**config.mk**
```make
export PLATFORM = sky130hd
export DESIGN_NAME = xtbm_arbiter
export DESIGN_NICKNAME = d
export VERILOG_FILES = /design/src/rtl/xtbm_arbiter_pkg.sv /design/src/rtl/xtbm_next_chunk.sv /design/src/rtl/xtbm_arbiter.sv
export SDC_FILE = /design/constraint.sdc
export NUM_CORES = 1
export LEC_CHECK = 0
export CAP_MARGIN = 15
export CELL_PAD_IN_SITES_DETAIL_PLACEMENT = 0
export CELL_PAD_IN_SITES_GLOBAL_PLACEMENT = 1
export CORE_MARGIN = 3
export CORE_UTILIZATION = 38
export CTS_CLUSTER_DIAMETER = 60
export DETAILED_ROUTE_END_ITERATION = 12
export HOLD_SLACK_MARGIN = 0.02
export PLACE_DENSITY_LB_ADDON = 0.05
export SETUP_SLACK_MARGIN = 0.05
export SYNTH_ARGS = -nofsm -noshare
export SYNTH_HDL_FRONTEND = slang
export SYNTH_HIERARCHICAL = 1
export SYNTH_SLANG_ARGS = --single-unit
```
**constraint.sdc**
```tcl
create_clock -name clock_fpga -period 4.2 [get_ports clock_fpga]
set_clock_uncertainty 0.05 [all_clocks]
set_input_delay 0.84 -clock clock_fpga [delete_from_list [all_inputs] [get_ports clock_fpga]]
set_output_delay 0.84 -clock clock_fpga [all_outputs]
set_load 0.03 [all_outputs]
```
**src/rtl/xtbm_arbiter_pkg.sv**
```systemverilog
// Shared codes for the xfer_buffer/TBM port arbiter: XTBM mode, FSM states and
// transfer direction.
package xtbm_arbiter_pkg;

  typedef enum logic [1:0] {
    XTBM_NOTHING = 2'd0,
    XTBM_READING = 2'd1,
    XTBM_WRITING = 2'd2
  } xtbm_mode_e;

  typedef enum logic [2:0] {
    ST_IDLE = 3'd0,
    ST_TURN = 3'd1,
    ST_SCAN = 3'd2,
    ST_WAIT = 3'd3,
    ST_DONE = 3'd4
  } xtbm_state_e;

  typedef enum logic {
    DIR_READ  = 1'b0,
    DIR_WRITE = 1'b1
  } xtbm_dir_e;

  function automatic xtbm_mode_e mode_of(input xtbm_dir_e dir);
    return (dir == DIR_WRITE) ? XTBM_WRITING : XTBM_READING;
  endfunction

endpackage

```
**src/rtl/xtbm_next_chunk.sv**
```systemverilog
// Find-first-set over the chunk mask, ignoring bits below the current index.
module xtbm_next_chunk
  import xtbm_arbiter_pkg::*;
#(
  parameter int MAX_CHUNKS = 8,
  parameter int IDX_W      = 3
) (
  input  logic [MAX_CHUNKS-1:0] mask,
  input  logic [IDX_W-1:0]      idx,
  output logic                  found,
  output logic [IDX_W-1:0]      k
);

  // Descending scan so the lowest qualifying bit is the last one written.
  always_comb begin
    found = 1'b0;
    k     = '0;
    for (int i = MAX_CHUNKS - 1; i >= 0; i--) begin
      if (mask[i] && (i >= int'(idx))) begin
        found = 1'b1;
        k     = IDX_W'(i);
      end
    end
  end

endmodule

```
**src/rtl/xtbm_arbiter.sv**
```systemverilog
// Arbitrates the xfer_buffer/TBM port between the write and read paths and walks
// each burst's chunk mask. Optional WAIT timeout: define XTBM_TIMEOUT_EN.
module xtbm_arbiter
  import xtbm_arbiter_pkg::*;
#(
  parameter int ADDR_W       = 32,
  parameter int MAX_CHUNKS   = 8,
  parameter int STRIDE_SHIFT = 12,
  parameter int TURNAROUND   = 2,
  parameter int STARVE_LIMIT = 4,
  parameter int XFER_TIMEOUT = 1024
) (
  input  logic                  clock_fpga,
  input  logic                  reset,
  input  logic                  wr_req,
  input  logic [MAX_CHUNKS-1:0] wr_valid_bits,
  input  logic [ADDR_W-1:0]     wr_base,
  output logic                  wr_grant,
  output logic                  wr_done,
  input  logic                  rd_req,
  input  logic [MAX_CHUNKS-1:0] rd_valid_bits,
  input  logic [ADDR_W-1:0]     rd_base,
  output logic                  rd_grant,
  output logic                  rd_done,
  output logic                  xfer_buf_select,
  output logic                  mwrite_enable,
  output logic [ADDR_W-1:0]     tbm_address,
  input  logic                  xfer_complete,
  output logic [1:0]            xtbm_mode,
  output logic                  timeout_err
);

  localparam int IDX_W    = (MAX_CHUNKS > 1) ? $clog2(MAX_CHUNKS) : 1;
  localparam int TURN_W   = $clog2(TURNAROUND + 1);
  localparam int STREAK_W = $clog2(STARVE_LIMIT + 1);

  if (TURNAROUND < 1 || XFER_TIMEOUT < 1 || MAX_CHUNKS < 2) begin : g_bad_params
    $error("xtbm_arbiter: TURNAROUND, XFER_TIMEOUT must be >= 1 and MAX_CHUNKS >= 2");
  end

  xtbm_state_e             state_q, state_d;
  xtbm_dir_e               dir_q, dir_d, last_dir_q, last_dir_d, win_dir;
  xtbm_mode_e              mode_q, mode_d;
  logic [STREAK_W-1:0]     streak_q, streak_d;
  logic [TURN_W-1:0]       turn_cnt_q, turn_cnt_d;
  logic [MAX_CHUNKS-1:0]   mask_q, mask_d;
  logic [ADDR_W-1:0]       base_q, base_d, addr_q, addr_d;
  logic [IDX_W-1:0]        idx_q, idx_d, next_k;
  logic                    next_found, win_write;
  logic                    wr_grant_q, wr_grant_d, rd_grant_q, rd_grant_d;
  logic                    wr_done_q, wr_done_d, rd_done_q, rd_done_d;
  logic                    select_q, select_d, mwrite_q, mwrite_d;

`ifdef XTBM_TIMEOUT_EN
  localparam int WAIT_W = $clog2(XFER_TIMEOUT + 1);
  logic [WAIT_W-1:0] wait_cnt_q, wait_cnt_d;
  logic              timeout_q, timeout_d;
`endif

  xtbm_next_chunk #(
    .MAX_CHUNKS (MAX_CHUNKS),
    .IDX_W      (IDX_W)
  ) u_next_chunk (
    .mask  (mask_q),
    .idx   (idx_q),
    .found (next_found),
    .k     (next_k)
  );

  // NOTE: every signal this block writes gets a default first, so no path leaves one unassigned and no latch is inferred.
  always_comb begin
    state_d    = state_q;
    dir_d      = dir_q;
    last_dir_d = last_dir_q;
    mode_d     = mode_q;
    streak_d   = streak_q;
    turn_cnt_d = turn_cnt_q;
    mask_d     = mask_q;
    base_d     = base_q;
    addr_d     = addr_q;
    idx_d      = idx_q;
    wr_grant_d = wr_grant_q;
    rd_grant_d = rd_grant_q;
    wr_done_d  = 1'b0;
    rd_done_d  = 1'b0;
    select_d   = select_q;
    mwrite_d   = mwrite_q;
    win_write  = 1'b0;
    win_dir    = DIR_READ;
`ifdef XTBM_TIMEOUT_EN
    wait_cnt_d = wait_cnt_q;
    timeout_d  = timeout_q;
`endif

    unique case (state_q)
      ST_IDLE: begin
        if (wr_req || rd_req) begin
          // Contention favours the previous direction until the streak saturates.
          if (wr_req && rd_req) begin
            if (streak_q >= STREAK_W'(STARVE_LIMIT)) win_write = (last_dir_q != DIR_WRITE);
            else                                      win_write = (last_dir_q == DIR_WRITE);
          end else begin
            win_write = wr_req;
          end
          win_dir    = win_write ? DIR_WRITE : DIR_READ;
          dir_d      = win_dir;
          mask_d     = win_write ? wr_valid_bits : rd_valid_bits;
          base_d     = win_write ? wr_base : rd_base;
          wr_grant_d = win_write;
          rd_grant_d = !win_write;
          idx_d      = '0;
          if (win_dir != last_dir_q) begin
            state_d    = ST_TURN;
            turn_cnt_d = '0;
            streak_d   = STREAK_W'(1);
          end else begin
            state_d = ST_SCAN;
            mode_d  = mode_of(win_dir);
            if (streak_q < STREAK_W'(STARVE_LIMIT)) streak_d = streak_q + 1'b1;
          end
        end
      end

      ST_TURN: begin
        if (turn_cnt_q == TURN_W'(TURNAROUND - 1)) begin
          state_d = ST_SCAN;
          mode_d  = mode_of(dir_q);
        end else begin
          turn_cnt_d = turn_cnt_q + 1'b1;
        end
      end

      ST_SCAN: begin
        if (next_found) begin
          select_d = 1'b1;
          mwrite_d = (dir_q == DIR_WRITE);
          addr_d   = base_q + (ADDR_W'(next_k) << STRIDE_SHIFT);
          idx_d    = next_k;
          state_d  = ST_WAIT;
`ifdef XTBM_TIMEOUT_EN
          wait_cnt_d = '0;
`endif
        end else begin
          state_d = ST_DONE;
        end
      end

      ST_WAIT: begin
        if (xfer_complete) begin
          select_d = 1'b0;
          mwrite_d = 1'b0;
          idx_d    = idx_q + 1'b1;
          state_d  = (idx_q == IDX_W'(MAX_CHUNKS - 1)) ? ST_DONE : ST_SCAN;
        end
`ifdef XTBM_TIMEOUT_EN
        else if (wait_cnt_q == WAIT_W'(XFER_TIMEOUT - 1)) begin
          select_d  = 1'b0;
          mwrite_d  = 1'b0;
          timeout_d = 1'b1;
          state_d   = ST_DONE;
        end else begin
          wait_cnt_d = wait_cnt_q + 1'b1;
        end
`endif
      end

      ST_DONE: begin
        wr_done_d  = wr_grant_q;
        rd_done_d  = rd_grant_q;
        wr_grant_d = 1'b0;
        rd_grant_d = 1'b0;
        last_dir_d = dir_q;
        mode_d     = XTBM_NOTHING;
        state_d    = ST_IDLE;
      end

      default: state_d = ST_IDLE;
    endcase
  end

  // NOTE: sequential state uses non-blocking assignments so every register samples pre-edge values.
  always_ff @(posedge clock_fpga) begin
    if (reset) begin
      state_q    <= ST_IDLE;
      dir_q      <= DIR_READ;
      last_dir_q <= DIR_READ;
      mode_q     <= XTBM_NOTHING;
      streak_q   <= '0;
      turn_cnt_q <= '0;
      mask_q     <= '0;
      base_q     <= '0;
      addr_q     <= '0;
      idx_q      <= '0;
      wr_grant_q <= 1'b0;
      rd_grant_q <= 1'b0;
      wr_done_q  <= 1'b0;
      rd_done_q  <= 1'b0;
      select_q   <= 1'b0;
      mwrite_q   <= 1'b0;
`ifdef XTBM_TIMEOUT_EN
      wait_cnt_q <= '0;
      timeout_q  <= 1'b0;
`endif
    end else begin
      state_q    <= state_d;
      dir_q      <= dir_d;
      last_dir_q <= last_dir_d;
      mode_q     <= mode_d;
      streak_q   <= streak_d;
      turn_cnt_q <= turn_cnt_d;
      mask_q     <= mask_d;
      base_q     <= base_d;
      addr_q     <= addr_d;
      idx_q      <= idx_d;
      wr_grant_q <= wr_grant_d;
      rd_grant_q <= rd_grant_d;
      wr_done_q  <= wr_done_d;
      rd_done_q  <= rd_done_d;
      select_q   <= select_d;
      mwrite_q   <= mwrite_d;
`ifdef XTBM_TIMEOUT_EN
      wait_cnt_q <= wait_cnt_d;
      timeout_q  <= timeout_d;
`endif
    end
  end

  assign wr_grant        = wr_grant_q;
  assign rd_grant        = rd_grant_q;
  assign wr_done         = wr_done_q;
  assign rd_done         = rd_done_q;
  assign xfer_buf_select = select_q;
  assign mwrite_enable   = mwrite_q;
  assign tbm_address     = addr_q;
  assign xtbm_mode       = mode_q;
`ifdef XTBM_TIMEOUT_EN
  assign timeout_err     = timeout_q;
`else
  assign timeout_err     = 1'b0;
`endif

endmodule

```
==> impl_metrics.py <==
metrics = {
    "run_status": {
        "status": "completed",
    },
    "cts": {
        "cts_root_buf": "sky130_fd_sc_hd__clkbuf_16",
        "cts_tree": "yes",
        "cts_made_buffers": 9,
        "post-cts-setup-buffers": 0,
        "cts_repair_resize_count": 0,
        "cts_max_path_buffers": 2,
        "cts_sinks": 93,
        "cts_max_level": 3,
        "clk_transition_reported_paths_ps": 70,
        "holdBufCountCts": 0,
        "clk_latency_ps": 340,
    },
    "grt": {
        "grt-ovfl-total": 0,
        "grtUsageMet2_pct": 33.3,
        "grt_most_used_layer": "met2",
        "grt_pass1_wl_um": 21200,
        "grt_antenna_before_repair": 0,
        "grt_start_max_net_pins": 71,
        "gr-usage-all-layers_pct": 20.5,
        "grt.met1_usage_pct": 26.4,
        "grtUsageMet3_pct": 4.44,
        "number_of_global_route_vias_before_repair": 4220,
    },
    "layout": {
        "seqCellArea_mm2": 0.00186,
        "layout.cells.most_common_list": "123 x sky130_fd_sc_hd__clkdlybuf4s50_1, 93 x sky130_fd_sc_hd__dfxtp_1, 78 x sky130_fd_sc_hd__nand2_1",
        "fillCellCount": 1058,
        "postLayoutCoreUtil_pct": 54.0,
        "area_of_the_multi_input_gates_mm2": 0.00237,
        "drive_above_1_share_pct": 4.81,
        "fin_nets": 732,
        "n_antenna_cell": 0,
        "syn2layout_area_growth_pct": 34.9,
        "layout_commonest_cell": "sky130_fd_sc_hd__clkdlybuf4s50_1",
    },
    "synth": {
        "synth-seq-area-share_pct": 41.7,
        "synth_enable_flop_cells": 0,
        "synth_seq_cells": 93,
        "synthFlopType": "sky130_fd_sc_hd__dfxtp_1",
        "ys_async_sr_fraction_pct": 0,
        "synth_fp_nets": 634,
        "synthCells": 541,
        "synth.distinct_cells": 62,
        "syn_area_mm2": 0.00447,
        "yosys_warnings": 6,
        "syn_area_per_cell_um2": 8.26,
    },
    "worst_setup_path": {
        "cpLargestDelayFamily": "compound AO/OA/AOI/OAI gates",
        "cp.required_ps": 4420,
        "r2r-end": "tbm_address[26]$_SDFFE_PP0P_",
        "timing.critical_path.from_type": "flop",
        "endpoint_kind": "flop",
        "slowest_stage": "sky130_fd_sc_hd__dfxtp_1",
        "crit_chain": "a41oi_1 > a32o_1 > o22ai_1 > ha_1 > inv_1 > fa_1 > nor2b_1 > o2111ai_1 > or3_1 > a31oi_1",
        "critical_path_peak_fanout": 12,
        "worst-path-stages": 10,
        "worst_r2r_path_depth": 10,
        "critPathBufInv": 1,
        "cp.arrival_ps": 3430,
        "critPathMaxStageDelay_ps": 520,
        "reg2reg_from": "idx_q[2]$_SDFFE_PP0P_",
        "timing.setup.critical_path_class": "reg2reg",
        "setup.reg_to_reg.worst_slack_ps": 990,
    },
    "drt": {
        "avgRoutedWirePerCell_um": 16.8,
        "drtIter0Drc": 385,
        "wl_um": 13200,
        "postRouteAntennaNets": 0,
        "vias": 4338,
        "detailedRoute.firstPassIterationCount": 5,
        "drc": 0,
        "via_per_inst": 5.53,
    },
    "timing": {
        "period_needed_ps": 3210,
        "finalSetupTns_ps": 0,
        "hold_viol_final": 0,
        "timing_max_transition_violations_final": 0,
        "fin_crit_sh_pct": 76.5,
        "setup_slack_ps": 988,
        "hold_slack_ps": 404,
        "rsz_0062_raised_after_global_routing": "no",
        "final_setup_violation_count": 0,
        "fmax_mhz": 311,
        "worstMarginPinSlew_ps": 840,
        "tightest_slew_margin_relative_to_the_limit_pct": 43.7,
    },
    "floorplan": {
        "core_area_mm2": 0.0112,
        "die_h_um": 114,
        "io_pins": 126,
        "die_area_mm2": 0.0131,
        "die_x_um": 114,
        "floorplan.initialDensity_pct": 40.0,
        "fp-row-count": 38,
    },
    "power_and_ir_drop": {
        "power.leakage_nw": 2.12,
        "cellPowerDensity_mw_per_mm2": 608,
        "ir_drop_worst_case_vdd_mv": 0.352,
    },
    "min_path": {
        "hold_depth": 2,
        "hold_path.class": "reg2reg",
        "hold-path-endpoint": "tbm_address[10]$_SDFFE_PP0P_",
        "origin_of_the_worst_min_delay_path": "base_q[10]$_SDFFE_PP0P_",
    },
    "run": {
        "cap_violations": 0,
    },
    "placement": {
        "port_buffers": 124,
        "gp_routability_congestion": 0.817,
        "place.detailed.hpwl_um": 9280,
        "dpl_worst_slack_ps": 985,
    },
}
==> cell usage after synthesis (all sizes together) (3+ instances only) <==
cell,n,area (µm²)
nand2,78,293
buf,23,135
inv,10,37.5
o31ai,4,30.0
a22oi,38,285
xor2,6,52.6
clkbuf,20,75.1
xnor2,4,35.0
nor3,8,40.0
o21ai,39,195
nand4,3,18.8
or3,9,56.3
dfxtp,93,1860
nand3,13,65.1
a21oi,74,370
o211ai,5,37.5
or2,3,18.8
ha,7,87.6
mux2i,7,70.1
nor2b,6,37.5
nand2b,6,37.5
nor3b,3,22.5
a21boi,7,56.3
o2111ai,4,52.6
or4,4,30.0
and3,7,43.8
a31oi,10,62.6
nor2,17,63.8
==> worst max path at each step <==
stage	to	from	slack, ps
CTS	tbm_address[26]$_SDFFE_PP0P_	idx_q[2]$_SDFFE_PP0P_	960
global placement	tbm_address[30]$_SDFFE_PP0P_	idx_q[2]$_SDFFE_PP0P_	1110
finish	tbm_address[26]$_SDFFE_PP0P_	idx_q[2]$_SDFFE_PP0P_	990
floorplan	tbm_address[26]$_SDFFE_PP0P_	idx_q[2]$_SDFFE_PP0P_	1480
detailed placement	tbm_address[26]$_SDFFE_PP0P_	idx_q[2]$_SDFFE_PP0P_	990
global route	tbm_address[26]$_SDFFE_PP0P_	idx_q[2]$_SDFFE_PP0P_	670
==> worst register-to-register path: cells and delay by family, from the launching register on <==
family          cells  cell delay (ps)
flops               1              520
fa+ha+maj           2              620
compound gates      5             1120
simple gates        2              760
buf+inv             1               60
==> layout make-up <==
type	instances	area share [%]
Clock buffer	12	4.25
Clock inverter	4	0.519
Inverter	11	0.685
Sequential cell	93	30.9
Timing Repair Buffer	130	21.4
Multi-Input combinational cell	394	39.4
Tap cell	140	2.91
==> routing by layer <==
metal	vias to the layer above	part of all wire [%]	wire length [µm]
li1	2165	-	-
met1	2053	45	5890
met2	101	48	6390
met3	19	4.6	612
met4	0	2.1	279
met5	-	0	0
==> state kept, by name (all words and copies together), names as in the netlist, 2 cells and up <==
register     count
turn_cnt_q       2
idx_q            3
state_q          3
mask_q           8
tbm_address     32
xtbm_mode        2
base_q          32
streak_q         3
==> power breakdown <==
group          leakage (nW)  total, mW  switching, mW  internal [mW]
Sequential            0.761       1.34          0.230           1.11
Clock                 0.131      0.778          0.342          0.436
Combinational          1.22       1.55          0.910          0.637
==> through the flow <==
step                area, µm²  power, mW  cells
finish                   6030       3.67    784
global route             6030       3.93    784
CTS                      6010       3.69    783
detailed placement       5730       2.90    767
global placement         5730       2.87    767
floorplan                4470       2.35    541
==> logic make-up (layout without fill, tap and decap cells) <==
logic type	after synthesis	count (layout)	share of synthesized area, %
AOI/OAI and AO/OA	204	204	28.9
xor gates and xnor gates	10	10	1.96
adders and majority gates	8	8	2.41
buffers and inverters	54	157	5.63
DFF	93	93	41.7
muxes	7	7	1.57
other	1	1	0.0839
and+or+nand+nor	164	164	17.7
No activity file was read; power rests on OpenSTA's default activity.
